--- src/rtl/fxp_mult_seq.sv ---
// Sequential sign-magnitude fixed-point multiplier: one multiplier bit per cycle,
// shift-add into a 2N-2 bit accumulator, truncate to Q format and saturate on overflow.
module fxp_mult_seq #(
    parameter int N = 16,
    parameter int Q = 12
) (
    input  logic         clk,
    input  logic         rst,
    input  logic         in_valid,
    output logic         in_ready,
    input  logic [N-1:0] a,
    input  logic [N-1:0] b,
    output logic         out_valid,
    input  logic         out_ready,
    output logic [N-1:0] c,
    output logic         overflow
);

    localparam int M  = N - 1;
    localparam int AW = 2 * N - 2;
    localparam int CW = $clog2(N);

    typedef enum logic [1:0] {IDLE, BUSY, DONE} state_t;

    state_t          state;
    logic [M-1:0]    mplier;
    logic [AW-1:0]   mcand_sh;
    logic [AW-1:0]   acc;
    logic            sign;
    logic [CW-1:0]   cnt;

    logic [AW-1:0]   acc_next;
    logic            ovf_next;
    logic [M-1:0]    mag_next;

    // NOTE: every signal assigned here gets a value on every path, so no latch is inferred.
    always_comb begin
        acc_next = mplier[0] ? acc + mcand_sh : acc;
        ovf_next = |acc_next[AW-1:Q+M];
        mag_next = ovf_next ? {M{1'b1}} : acc_next[Q+M-1:Q];
    end

    // NOTE: state uses non-blocking assignments so every register samples pre-edge values.
    always_ff @(posedge clk) begin
        if (rst) begin
            // NOTE: operand registers are left unreset; they are always reloaded on acceptance.
            state     <= IDLE;
            in_ready  <= 1'b1;
            out_valid <= 1'b0;
            cnt       <= '0;
            acc       <= '0;
            c         <= '0;
            overflow  <= 1'b0;
        end else begin
            case (state)
                IDLE: begin
                    if (in_valid) begin
                        mcand_sh <= {{M{1'b0}}, a[M-1:0]};
                        mplier   <= b[M-1:0];
                        sign     <= a[N-1] ^ b[N-1];
                        acc      <= '0;
                        cnt      <= CW'(M);
                        in_ready <= 1'b0;
                        state    <= BUSY;
                    end
                end
                BUSY: begin
                    // Multiplicand shifts left as the multiplier shifts right: bit i adds a << i.
                    acc      <= acc_next;
                    mcand_sh <= mcand_sh << 1;
                    mplier   <= mplier >> 1;
                    cnt      <= cnt - CW'(1);
                    if (cnt == CW'(1)) begin
                        c         <= {sign & (|mag_next), mag_next};
                        overflow  <= ovf_next;
                        out_valid <= 1'b1;
                        state     <= DONE;
                    end
                end
                DONE: begin
                    if (out_ready) begin
                        out_valid <= 1'b0;
                        in_ready  <= 1'b1;
                        state     <= IDLE;
                    end
                end
                default: state <= IDLE;
            endcase
        end
    end

endmodule

--- config.mk ---
export PLATFORM = sky130hd
export DESIGN_NAME = fxp_mult_seq
export DESIGN_NICKNAME = d
export VERILOG_FILES = /design/src/rtl/fxp_mult_seq.sv
export SDC_FILE = /design/constraint.sdc
export NUM_CORES = 1
export LEC_CHECK = 0
export CORE_ASPECT_RATIO = 0.7
export CORE_MARGIN = 10
export CORE_UTILIZATION = 40
export CTS_CLUSTER_SIZE = 14
export DETAILED_ROUTE_END_ITERATION = 10
export GPL_ROUTABILITY_DRIVEN = 0
export PLACE_DENSITY = 0.66
export SETUP_SLACK_MARGIN = 0.3
export SKIP_LAST_GASP = 1
export SYNTH_ARGS = -nofsm -noshare
export SYNTH_HDL_FRONTEND = slang
export SYNTH_SLANG_ARGS = --single-unit
export TNS_END_PERCENT = 20
--- constraint.sdc ---
create_clock -name clk -period 4.75 [get_ports clk]
set_clock_uncertainty 0.1 [all_clocks]
set_input_delay 0.475 -clock clk [delete_from_list [all_inputs] [get_ports clk]]
set_output_delay 0.475 -clock clk [all_outputs]
set_load 0.01 [all_outputs]
==> out/metrics.json <==
{
  "grt_antenna_before_repair": 0,
  "synthAdderAreaFrac": 0.0703,
  "rows": 36,
  "slew_headroom": 0.257,
  "drc_violations_left": 0,
  "postLayoutSetupSlackWorst_ns": 1.17,
  "flow.area_growth_from_synthesis_pct": 17.1,
  "grt_pass1_vias": 4945,
  "powerDensity_mw_per_mm2": 315,
  "layout.cells.most_common_list": "nand2_1 (120), nor2_1 (82), dfxtp_1 (55)",
  "netlist.top_cell.by_area": "edfxtp_1",
  "synth-edff-count": 46,
  "worstSetupPathType": "reg2reg",
  "postSynthNetCount": 734,
  "detailed_place_hpwl_um": 10700,
  "hold_class": "reg2reg",
  "grt.busiest_layer": "met2",
  "fmax_ghz": 0.279,
  "number_of_buffers_created_by_cts": 9,
  "ctsRootBufferMaster": "clkbuf_16",
  "final_common_cell": "nand2_1",
  "outcome": "finished, final reports clean",
  "detailedPlace.worstSlack_ns": 1.29,
  "dominantRegCellSynth": "dfxtp_1",
  "h-tree-depth": 3,
  "drt_pass1_iterations": 5,
  "totalWireLength_um": 14800,
  "timing.reg2reg.setup_slack_ns": 1.17,
  "cts_resized": 0,
  "placement.io_buffers": 54,
  "wl_per_cell_um": 16.4,
  "ys_async_sr_fraction": 0,
  "dpl.cell_count": 886,
  "timing.hold.ws_ns": 0.372,
  "synth_area_in_compound_gates": 0.187,
  "worst-path-max-fanout": 6,
  "yosys.area.top_type_share": 0.238,
  "worstPathArrival_ns": 3.69,
  "synth_sequential_area_ratio": 0.428,
  "finalHoldViolations": 0,
  "die_height_um": 121,
  "largest_family_of_logic_cells_by_synthesized_area": "simple AND/OR/NAND/NOR gates",
  "cellLeakagePower_nw": 2.67,
  "floorplan.initialDensity": 0.413,
  "worstReg2RegStart": "mcand_sh[9]$_DFFE_PP_",
  "timing_max_transition_violations_final": 0,
  "layoutNonFillerInstCount": 902,
  "antenna_violating_nets_post_route": 0,
  "hold_start": "out_valid$_SDFFE_PP0P_",
  "grt_util_all_layers": 0.148,
  "final.setup.tns_ns": 0,
  "global_route.usage.met3": 0.0319,
  "worst_setup_path_start_kind": "flop",
  "core_sq_mm": 0.0141,
  "grt.overflow.total": 0,
  "grt_pass1_wl_um": 24300,
  "synth_area_sq_mm": 0.00580,
  "irDropWorstVdd_mv": 0.198,
  "yosys_warnings": 0,
  "worst_hold_path.num_cells": 2,
  "cts_tree": "done",
  "synth_cell_types": 61,
  "detail_route.iter0.violations": 322,
  "floorplan.die_area_sq_mm": 0.0198,
  "syn_area_per_cell_sq_um": 8.71,
  "setup_repair_after_global_routing_missed_its_margin": "false",
  "floorplan.io_pins": 55,
  "drt-vias-per-instance": 5.51,
  "cts.sink_count": 101,
  "cts_setup_buffers": 0,
  "tightestPinTransition_ns": 1.11,
  "grt_max_degree": 60,
  "post_route_cells_drive_above_1_share": 0.0576,
  "worstSkewPairLatency_ns": 0.36,
  "antenna_cell_count": 0,
  "use_met1": 0.206,
  "synth_mux_area_frac": 0.0222,
  "r2r_cells": 10,
  "synth_simple_gate_area_share": 0.230,
  "synthTopCellsByArea": "edfxtp_1 (24%), dfxtp_1 (19%), nand2_1 (7.8%)",
  "die_width_um": 164,
  "worst_hold_path.endpoint": "out_valid$_SDFFE_PP0P_",
  "max-cap-violations": 0,
  "clk_transition_reported_paths_ns": 0.07,
  "critical_path.reg2reg.endpoint": "c[15]$_SDFFE_PP0P_",
  "final_net_count": 775,
  "cp-end-kind": "flop",
  "route.vias.total": 4972,
  "final-setup-viol-count": 0,
  "cts_hold_buf": 0,
  "synthXorXnorAreaFrac": 0.0378,
  "clock_path_buffers": 2,
  "post-route-min-period_ns": 3.58,
  "crit_required_ns": 4.86,
  "gr-usage-met2": 0.224,
  "postSynthCellCount": 666,
  "yosys_register_bits": 101,
  "layout_worst_path_cycle_share": 0.755
}
## cells in the mapped netlist (all sizes together), types with 2 or more instances
library cell and instances:
mux2 7, edfxtp 46, a21oi 43, nand4 4, dfxtp 55, nand2b 8
nor2 84, and2 20, o311a 2, ha 31, nor3 31, o31ai 2
a211oi 5, a21o 11, inv 6, and3 4, a21boi 2, clkbuf 26
o21bai 5, or3 7, a221oi 3, a31oi 6, mux2i 5, nand3 7
nor4 3, a221o 5, a22oi 26, nand3b 4, buf 5, o21ai 24
xnor2 18, nor2b 3, a211o 2, a311oi 2, o211ai 7, a31o 2
nand2 120, xor2 7
## power by group
group / internal (W) / leakage, nW / switching (W) / total, W
combinational: 0.000181 / 1.65 / 0.000267 / 0.000448
clock: 0.000352 / 0.129 / 0.000330 / 0.000682
sequential: 0.000975 / 0.892 / 0.0000346 / 0.00101
total: 0.00151 / 2.67 / 0.000632 / 0.00214
## flip-flops by register name, indices dropped and copies added, names as in the netlist
register,flops
out_valid,1
state,2
acc,30
c,16
in_ready,1
overflow,1
mplier,15
mcand_sh,30
cnt,4
sign,1
## layer usage
layer	wire, um	vias to the layer above	part of all wire
met5	0	-	0
met4	224	0	0.015
met3	920	25	0.062
met2	6410	158	0.43
met1	7200	2314	0.49
li1	-	2475	-
## cell type report
| type | instances | area (sq um) |
|---|---|---|
| Clock buffer | 9 | 225 |
| Clock inverter | 7 | 42.5 |
| Fill cell | 1370 | 7260 |
| Inverter | 7 | 26.3 |
| Multi-Input combinational cell | 527 | 3190 |
| Sequential cell | 101 | 2480 |
| Tap cell | 190 | 238 |
| Timing Repair Buffer | 61 | 588 |
## critical path: stages (launching register included)
cell and delay, ns:
edfxtp_1 0.41, ha_1 0.42, nand2_1 0.14, or3_1 0.40, a21oi_1 0.28, o31a_1 0.35, a31oi_1 0.15, xnor2_1 0.18
or4_1 0.44, a2111oi_2 0.40, a311oi_1 0.16
## stage by stage
step,power (W),area [sq um],utilization
2_1_floorplan,0.00133,5800,-
3_3_place_gp,0.00146,6520,0.464
3_5_place_dp,0.00147,6520,0.464
4_1_cts,0.00215,6790,0.483
5_1_grt,0.00224,6790,0.483
6_report,0.00214,6790,0.483
## how the worst max path moves through the flow
stage                               from                         to  slack [ns]  cells past startpoint
4_1_cts        mcand_sh[0]$_SDFFCE_PP0P_         c[15]$_SDFFE_PP0P_        1.21                     11
3_5_place_dp   mcand_sh[0]$_SDFFCE_PP0P_         c[15]$_SDFFE_PP0P_        1.29                     11
5_1_grt           mcand_sh[14]$_DFFE_PP_         c[15]$_SDFFE_PP0P_        0.95                     10
6_report           mcand_sh[9]$_DFFE_PP_         c[15]$_SDFFE_PP0P_        1.17                     10
2_1_floorplan      state[1]$_SDFFE_PP0P_  mcand_sh[0]$_SDFFCE_PP0P_        1.43                      4
3_3_place_gp   mcand_sh[0]$_SDFFCE_PP0P_         c[15]$_SDFFE_PP0P_        1.31                     11
## cell families after synthesis
logic type,count (synthesis)
buf+inv,38
fa+ha+maj,32
xor+xnor,25
mux,12
compound gates,158
flops,101
simple gates,300
Power figures use the tool's default switching activity.
